File: src/rtl/piso_pkg.sv
// Purpose : shared types for the parallel-in/serial-out transmitter (state encoding).
// Latency : n/a (types and constants only).
// Backpressure: n/a. Macro PISO_PARITY_EN adds the PARITY state to the enumeration.
package piso_pkg;

    // Width of the FSM state register; two bits hold IDLE/SHIFT/PARITY.
    localparam int STATE_W = 2;

`ifdef PISO_PARITY_EN
    typedef enum logic [STATE_W-1:0] {
        IDLE   = 2'd0,
        SHIFT  = 2'd1,
        PARITY = 2'd2
    } state_t;
`else
    typedef enum logic [STATE_W-1:0] {
        IDLE   = 2'd0,
        SHIFT  = 2'd1
    } state_t;
`endif

endpackage

File: src/rtl/piso_if.sv
// Purpose : load handshake plus serial output bundle of piso_tx.
// Latency : n/a (wiring only).
// Backpressure: load_ready from the transmitter qualifies load_valid from the source.
// Ports   : parallel_in/load_valid (source -> tx), load_ready, serial_out, serial_valid,
//           frame_start, done (tx -> sink). master = source/sink side, slave = transmitter.
interface piso_if #(
    parameter int WIDTH = 4
);
    logic [WIDTH-1:0] parallel_in;
    logic             load_valid;
    logic             load_ready;
    logic             serial_out;
    logic             serial_valid;
    logic             frame_start;
    logic             done;

    modport master (
        output parallel_in, load_valid,
        input  load_ready, serial_out, serial_valid, frame_start, done
    );

    modport slave (
        input  parallel_in, load_valid,
        output load_ready, serial_out, serial_valid, frame_start, done
    );
endinterface

File: src/rtl/piso_tx.sv
// Purpose : serialises a WIDTH-bit frame one bit per cycle, optional even-parity trailer.
// Latency : first bit one cycle after an accepted load; frame lasts WIDTH (+1 with parity) cycles.
// Backpressure: load_ready high in IDLE and on a frame's final cycle, allowing gapless frames.
// Ports   : clk, reset (sync, active-low), bus (piso_if.slave).
// Config  : define PISO_PARITY_EN to append an even-parity bit after the data bits.
module piso_tx
    import piso_pkg::*;
#(
    parameter int WIDTH     = 4,
    parameter bit MSB_FIRST = 1'b1
) (
    input  logic   clk,
    input  logic   reset,
    piso_if.slave  bus
);

    localparam int               CNT_W = $clog2(WIDTH);
    localparam logic [CNT_W-1:0] LAST  = CNT_W'(WIDTH - 1);

`ifdef PISO_PARITY_EN
    localparam bit HAS_PARITY = 1'b1;
`else
    localparam bit HAS_PARITY = 1'b0;
`endif

    state_t             state;
    logic [CNT_W-1:0]   cnt;
    logic [WIDTH-1:0]   sreg;
`ifdef PISO_PARITY_EN
    logic               par;
`endif

    logic               last_cycle;
    logic               accept;

    // Bit that leaves next, given the transmit order.
    function automatic logic head(input logic [WIDTH-1:0] v);
        return MSB_FIRST ? v[WIDTH-1] : v[0];
    endfunction

    // Drop the bit just sent; the register drains to zero over a frame.
    function automatic logic [WIDTH-1:0] advance(input logic [WIDTH-1:0] v);
        return MSB_FIRST ? {v[WIDTH-2:0], 1'b0} : {1'b0, v[WIDTH-1:1]};
    endfunction

    // Final output cycle of a frame: last data bit, or the parity bit when present.
`ifdef PISO_PARITY_EN
    assign last_cycle = (state == PARITY);
`else
    assign last_cycle = (state == SHIFT) && (cnt == LAST);
`endif

    // Ready depends on state/counter only, so the source may wait on it combinationally.
    assign bus.load_ready = (state == IDLE) || last_cycle;
    assign accept         = bus.load_valid && bus.load_ready;

    always_ff @(posedge clk) begin
        if (!reset) begin
            state            <= IDLE;
            cnt              <= '0;
            sreg             <= '0;
`ifdef PISO_PARITY_EN
            par              <= 1'b0;
`endif
            bus.serial_out   <= 1'b0;
            bus.serial_valid <= 1'b0;
            bus.frame_start  <= 1'b0;
            bus.done         <= 1'b0;
        end else begin
            bus.frame_start <= 1'b0;
            if (accept) begin
                // Capture and present the first bit at once; the register keeps the rest.
                state            <= SHIFT;
                cnt              <= '0;
                sreg             <= advance(bus.parallel_in);
`ifdef PISO_PARITY_EN
                par              <= ^bus.parallel_in;
`endif
                bus.serial_out   <= head(bus.parallel_in);
                bus.serial_valid <= 1'b1;
                bus.frame_start  <= 1'b1;
                bus.done         <= 1'b0;
            end else begin
                case (state)
                    SHIFT: begin
                        if (cnt != LAST) begin
                            cnt            <= cnt + CNT_W'(1);
                            sreg           <= advance(sreg);
                            bus.serial_out <= head(sreg);
                            // Next bit closes the frame only when no parity trailer follows.
                            bus.done       <= !HAS_PARITY && ((cnt + CNT_W'(1)) == LAST);
                        end else begin
`ifdef PISO_PARITY_EN
                            state            <= PARITY;
                            bus.serial_out   <= par;
                            bus.serial_valid <= 1'b1;
                            bus.done         <= 1'b1;
`else
                            state            <= IDLE;
                            cnt              <= '0;
                            sreg             <= '0;
                            bus.serial_out   <= 1'b0;
                            bus.serial_valid <= 1'b0;
                            bus.done         <= 1'b0;
`endif
                        end
                    end
`ifdef PISO_PARITY_EN
                    PARITY: begin
                        state            <= IDLE;
                        cnt              <= '0;
                        sreg             <= '0;
                        bus.serial_out   <= 1'b0;
                        bus.serial_valid <= 1'b0;
                        bus.done         <= 1'b0;
                    end
`endif
                    default: begin
                        state            <= IDLE;
                        cnt              <= '0;
                        sreg             <= '0;
                        bus.serial_out   <= 1'b0;
                        bus.serial_valid <= 1'b0;
                        bus.done         <= 1'b0;
                    end
                endcase
            end
        end
    end

endmodule

File: src/flat_wrapper.sv
// flat-port wrapper written by rule: the top's interface ports become plain ports
module piso_tx_flat import piso_pkg::*;
#(
    parameter int WIDTH     = 4,
    parameter bit MSB_FIRST = 1'b1
)
  (clk, reset, bus_parallel_in, bus_load_valid, bus_load_ready, bus_serial_out, bus_serial_valid, bus_frame_start, bus_done);
  piso_if #(.WIDTH(WIDTH)) bus_i ();
  input  logic clk;
  input  logic reset;
  input wire logic [$bits(bus_i.parallel_in)-1:0] bus_parallel_in;
  input wire logic [$bits(bus_i.load_valid)-1:0] bus_load_valid;
  output wire logic [$bits(bus_i.load_ready)-1:0] bus_load_ready;
  output wire logic [$bits(bus_i.serial_out)-1:0] bus_serial_out;
  output wire logic [$bits(bus_i.serial_valid)-1:0] bus_serial_valid;
  output wire logic [$bits(bus_i.frame_start)-1:0] bus_frame_start;
  output wire logic [$bits(bus_i.done)-1:0] bus_done;
  assign bus_i.parallel_in = bus_parallel_in;
  assign bus_i.load_valid = bus_load_valid;
  assign bus_load_ready = bus_i.load_ready;
  assign bus_serial_out = bus_i.serial_out;
  assign bus_serial_valid = bus_i.serial_valid;
  assign bus_frame_start = bus_i.frame_start;
  assign bus_done = bus_i.done;
  piso_tx #(.WIDTH(WIDTH), .MSB_FIRST(MSB_FIRST)) u_core (.clk(clk), .reset(reset), .bus(bus_i));
endmodule
File: config.mk
export PLATFORM = sky130hd
export DESIGN_NAME = piso_tx_flat
export DESIGN_NICKNAME = d
export VERILOG_FILES = /design/src/rtl/piso_pkg.sv /design/src/rtl/piso_if.sv /design/src/rtl/piso_tx.sv /design/src/flat_wrapper.sv
export SDC_FILE = /design/constraint.sdc
export NUM_CORES = 1
export LEC_CHECK = 0
export ABC_AREA = 1
export CELL_PAD_IN_SITES_DETAIL_PLACEMENT = 1
export CELL_PAD_IN_SITES_GLOBAL_PLACEMENT = 2
export CORE_AREA = 2 2 39 41
export DETAILED_ROUTE_END_ITERATION = 6
export DIE_AREA = 0 0 41 43
export DONT_BUFFER_PORTS = 1
export HOLD_SLACK_MARGIN = 0.02
export PLACE_DENSITY = 0.66
export SLEW_MARGIN = 20
export SYNTH_ARGS = -nofsm -noshare
export SYNTH_HDL_FRONTEND = slang
export SYNTH_SLANG_ARGS = --single-unit
File: constraint.sdc
create_clock -name clk -period 1.5 [get_ports clk]
set_clock_uncertainty 0.2 [all_clocks]
set_input_delay 0.075 -clock clk [delete_from_list [all_inputs] [get_ports clk]]
set_output_delay 0.075 -clock clk [all_outputs]
set_load 0.005 [all_outputs]
==> results of run 1 <==
==> report_power, final <==
| group | internal, W | switching, W | leakage [nW] |
|---|---|---|---|
| combinational | 0.0000187 | 0.0000205 | 0.111 |
| clock | 0.000102 | 0.0000820 | 0.0150 |
| sequential | 0.000251 | 0.00000961 | 0.0738 |
==> through the flow <==
stage / std cells / hold slack (ns) / utilization / worst slack (ns)
final: 61 / 0.258 / 0.307 / 0.198
after global routing: 61 / 0.293 / 0.307 / 0.0962
after CTS: 61 / 0.263 / 0.307 / 0.188
after detailed placement: 51 / 0.00875 / 0.245 / 0.271
after global placement: 51 / 0.00334 / 0.245 / 0.302
after floorplan: 35 / -0.00335 / - / 0.365
==> cell usage after synthesis <==
master,count,area [um^2]
nand3_1,4,20.0
nor2_2,1,6.26
nor2_1,3,11.3
nand4_1,3,18.8
nand2_1,4,15.0
dfxtp_1,9,180
clkinv_2,1,5.00
inv_1,5,18.8
nand2_2,3,18.8
ha_1,2,25.0
==> final timing paths <==
path	from	to	slack, ns
max	u_core.cnt[0]	bus_load_ready	0.20
min	u_core.cnt[0]	u_core.cnt[0]	0.26
max reg2reg	u_core.cnt[0]	u_core.bus.serial_out	0.26
min reg2reg	u_core.cnt[0]	u_core.cnt[0]	0.26
==> layer usage <==
metal,share of wire,GRT usage,vias to the layer above
met2,0.50,0.119,9
met5,0,0,-
met4,0,0.0600,0
met3,0.11,0.0628,0
li1,-,-,129
met1,0.39,0.104,121
==> repair_timing <==
item                      4_1_cts  5_1_grt
buffers inserted                0        0
hold endpoints to repair        9        0
hold buffers                    6        0
==> cell families (layout without fill, tap and decap cells) <==
group | after synthesis | count (layout) | share of synthesized area
buf+inv | 6 | 16 | 0.0745
flops | 9 | 9 | 0.565
simple gates | 18 | 18 | 0.282
fa+ha+maj | 2 | 2 | 0.0784
==> sequential cells by signal (all words and copies together), names as in the netlist <==
register and flops:
u_core.sreg 3, u_core.bus.done 1, u_core.bus.serial_valid 1, u_core.cnt 2
u_core.bus.serial_out 1, u_core.bus.frame_start 1
==> critical path: stages (launching register included) <==
cell and delay (ns):
dfxtp_1 0.32, ha_1 0.19, inv_1 0.14, nand2_2 0.13
==> final cells by class <==
type                            instances  area (um^2)  share of cell area
Sequential cell                         9          180               0.424
Tap cell                               16         20.0              0.0471
Clock buffer                            4         26.3              0.0618
Inverter                                6         23.8              0.0559
Timing Repair Buffer                    6         60.1               0.141
Multi-Input combinational cell         20          115               0.271
==> flow_summary.yaml, run 1 <==
run_status:
  outcome: "finished clean"
floorplan:
  initial_utilization: 0.231
  die-area_um2: 1760
  core-area_um2: 1380
  die_y_um: 43
  die_w_um: 41
  row_count: 14
  top_level_ports: 12
synth:
  syn_inst: 35
  synth-seq-area-share: 0.565
  yosys_warnings: 0
  synth_fp_nets: 44
  ys_seq_elements: 9
  syn_area_um2: 319
  avgSynthCellArea_um2: 9.12
  yosysUniqueCellTypes: 10
final_layout:
  final_common_cell: "dfxtp_1"
  stdcell_area_um2: 425
  nNetsFinal: 55
  area_growth_pct: 33.3
  layout_common_cells: "dfxtp_1, dlygate4sd3_1, inv_1"
  drive_gt1_frac: 0.178
  fill_cells: 172
  n_antenna_cell: 0
clock_tree:
  post_cts_resized: 0
  cts_max_path_buffers: 2
  clock_latency_ns: 0.25
  numClockSinks: 9
  root_buffer: "clkbuf_4"
  h-tree-depth: 1
  cts_tree: "done"
  cts_inserted_buffers: 3
  path_clk_slew_ns: 0.06
worst_setup_path:
  critPathKind: "register to output pin"
  crit_arrival_ns: 1.03
  critPathMaxFanout: 5
  rr_worst_depth: 5
  critPathLaunchType: "register"
  end_kind: "output pin"
  required_ns: 1.22
grt:
  grt_max_degree: 7
  grt_pass1_wl_um: 1030
  grt_usage: 0.0915
  antenna_found_initial: 0
  grt_overflow: 0
  grt_pass1_vias: 250
place:
  hpwlAfterDp_um: 468
  io_buffers: 0
  place.gp.congestion: 0.613
  placed_cell_area_um2: 339
timing:
  finalMaxSlewViolations: 0
  min_period_ns: 1.30
  max_slew_margin: 0.832
  setup_viol: 0
  setup_tns_ns: 0
  fmax_mhz: 768
  hold_viol: 0
  worst_pin_slew_ns: 0.252
  rsz0062_at_grt: "false"
  fin_crit_sh: 0.868
job:
  cap_violations: 0
detailed_routing:
  ant_nets: 0
  drt_iter0_markers: 0
  via_count: 259
  wl_um: 630
  wl_per_cell_um: 10.3
  drc_errors: 0
  drtPass1Iterations: 1
  vias_per_cell: 4.25
pwr:
  power.density_nw_per_um2: 1140
  p_total_w: 0.000484
  leakage_nw: 0.200
  ir_drop_uv: 387
min_path:
  min_path_cells: 1
  hold_class: "register to register"
Note: power is estimated with default switching activity, not from simulation.
==> run 2: changes to the inputs <==
--- a/config.mk
+++ b/config.mk
@@ -7,13 +7,13 @@
 export LEC_CHECK = 0
 export ABC_AREA = 1
 export CELL_PAD_IN_SITES_DETAIL_PLACEMENT = 1
-export CELL_PAD_IN_SITES_GLOBAL_PLACEMENT = 2
+export CELL_PAD_IN_SITES_GLOBAL_PLACEMENT = 1
 export CORE_AREA = 2 2 39 41
 export DETAILED_ROUTE_END_ITERATION = 6
 export DIE_AREA = 0 0 41 43
 export DONT_BUFFER_PORTS = 1
 export HOLD_SLACK_MARGIN = 0.02
-export PLACE_DENSITY = 0.66
+export PLACE_DENSITY = 0.56
 export SLEW_MARGIN = 20
 export SYNTH_ARGS = -nofsm -noshare
 export SYNTH_HDL_FRONTEND = slang
==> constraint.sdc (replaced) <==
create_clock -name clk -period 1.4 [get_ports clk]
set_clock_uncertainty 0.2 [all_clocks]
set_input_delay 0.07 -clock clk [delete_from_list [all_inputs] [get_ports clk]]
set_output_delay 0.07 -clock clk [all_outputs]
set_load 0.005 [all_outputs]
==> run 2 against run 1 <==
Combinational power rose by 5%. Routed wire length down 5.1%. Final cell count stayed put. Sequential power grew 7%. Non-clock buffer count did not move. Flip-flop and latch count unchanged. Total power rose by 6.7%. Worst setup slack got worse by 0.096 ns.
==> flow_summary.yaml, run 2 (same netlist as run 1, synthesis figures left out) <==
timing:
  max_slew_margin: 0.837
  setup_viol: 0
  min_period_ns: 1.30
  worst_pin_slew_ns: 0.244
  fmax_mhz: 770
  finalMaxSlewViolations: 0
  setup_tns_ns: 0
  hold-worst-slack_ns: 0.261
  fin_crit_sh: 0.927
  hold_viol: 0
  rsz0062_at_grt: "false"
worst_setup_path:
  rr_worst_depth: 5
  critPathMaxFanout: 5
  critPathKind: "register to output pin"
  critPathLaunchType: "register"
  r2r_slack_ns: 0.16
  cp_num_buf_inv: 1
  end_kind: "output pin"
  crit_family: "flip-flops"
  required_ns: 1.13
  cp_num_cells: 3
  crit_arrival_ns: 1.03
  crit_chain: "ha_1 -> inv_1 -> nand2_2"
  slowest_stage: "dfxtp_1"
  critPathMaxStageDelay_ns: 0.32
floorplan:
  top_level_ports: 12
  core-area_um2: 1380
  initial_utilization: 0.231
  die-area_um2: 1760
  row_count: 14
  die_y_um: 43
  die_w_um: 41
grt:
  antenna_found_initial: 0
  use_met1: 0.0879
  use_met3: 0.0209
  grt_overflow: 0
  use_met2: 0.128
  grt_pass1_wl_um: 1010
  grt_pass1_vias: 266
  grt_max_degree: 7
  grt_usage: 0.0907
  busiest_layer: "met2"
clock_tree:
  numClockSinks: 9
  post_cts_resized: 0
  root_buffer: "clkbuf_4"
  h-tree-depth: 1
  cts_inserted_buffers: 3
  ctsHoldBuffers: 6
  cts_setup_buffers: 0
  path_clk_slew_ns: 0.06
  cts_max_path_buffers: 2
  clock_latency_ns: 0.26
  cts_tree: "done"
final_layout:
  final_common_cell: "dfxtp_1"
  largest_register_ffs: 3
  regMostFlops: "u_core.sreg"
  drive_gt1_frac: 0.178
  utilization: 0.307
  layout_common_cells: "dfxtp_1, dlygate4sd3_1, inv_1"
  n_antenna_cell: 0
  stdcell_area_um2: 425
  nNetsFinal: 55
  area_growth_pct: 33.3
  reg_top3: "u_core.sreg x3, u_core.cnt x2"
pwr:
  ir_drop_uv: 393
  comb_power_share: 0.079
  leakage_nw: 0.200
  p_sw_w: 0.000118
  p_int_w: 0.000399
  clkPwrFrac: 0.381
  power.density_nw_per_um2: 1210
  seqPwrFrac: 0.540
  switching_share: 0.228
detailed_routing:
  via_count: 262
  drtPass1Iterations: 2
  drt_iter0_markers: 1
  wl_um: 598
  wl_per_cell_um: 9.80
  vias_per_cell: 4.30
  drc_errors: 0
  ant_nets: 0
place:
  io_buffers: 0
  place.gp.congestion: 0.611
  placed_cell_area_um2: 339
job:
  cap_violations: 0
min_path:
  hold_class: "register to register"
  min_path_cells: 1
run_status:
  outcome: "finished clean"
[run 2: cell counts in the layout (fill, tap and decap cells not counted)]
Identical to the previous run, type by type.
[run 2: stage by stage]
step / instances / power, W / setup slack, ns
6_report: 61 / 0.000517 / 0.102
5_1_grt: 61 / 0.000554 / 0.0185
4_1_cts: 61 / 0.000527 / 0.0848
3_5_place_dp: 51 / 0.000312 / 0.167
3_3_place_gp: 51 / 0.000309 / 0.195
2_1_floorplan: 35 / 0.000304 / 0.265
[run 2: power groups by stage]
stage | clock network (W) | registers [W] | logic, W
floorplan | 0 | 0.000282 | 0.0000218
global placement | 0 | 0.000284 | 0.0000250
detailed placement | 0 | 0.000285 | 0.0000262
CTS | 0.000206 | 0.000279 | 0.0000415
global route | 0.000226 | 0.000280 | 0.0000471
finish | 0.000197 | 0.000279 | 0.0000410
[run 2: area by class of cell]
class	count	area, um^2
Clock buffer	4	26.3
Timing Repair Buffer	6	60.1
Inverter	6	23.8
Tap cell	16	20.0
Multi-Input combinational cell	20	115
Fill cell	167	958
Sequential cell	9	180
[run 2: path summary, 6_finish.rpt]
path	start	to
worst max-delay path	u_core.cnt[0]	bus_load_ready
worst min-delay path	u_core.cnt[0]	u_core.cnt[0]
worst max register to register	u_core.cnt[0]	u_core.bus.serial_out
worst min register to register	u_core.cnt[0]	u_core.cnt[0]
[run 2: per-layer routing]
metal  share of wire  up-vias
met5               0        -
met4           0.048        0
met3           0.055        4
met2            0.56        9
met1            0.33      119
li1                -      130
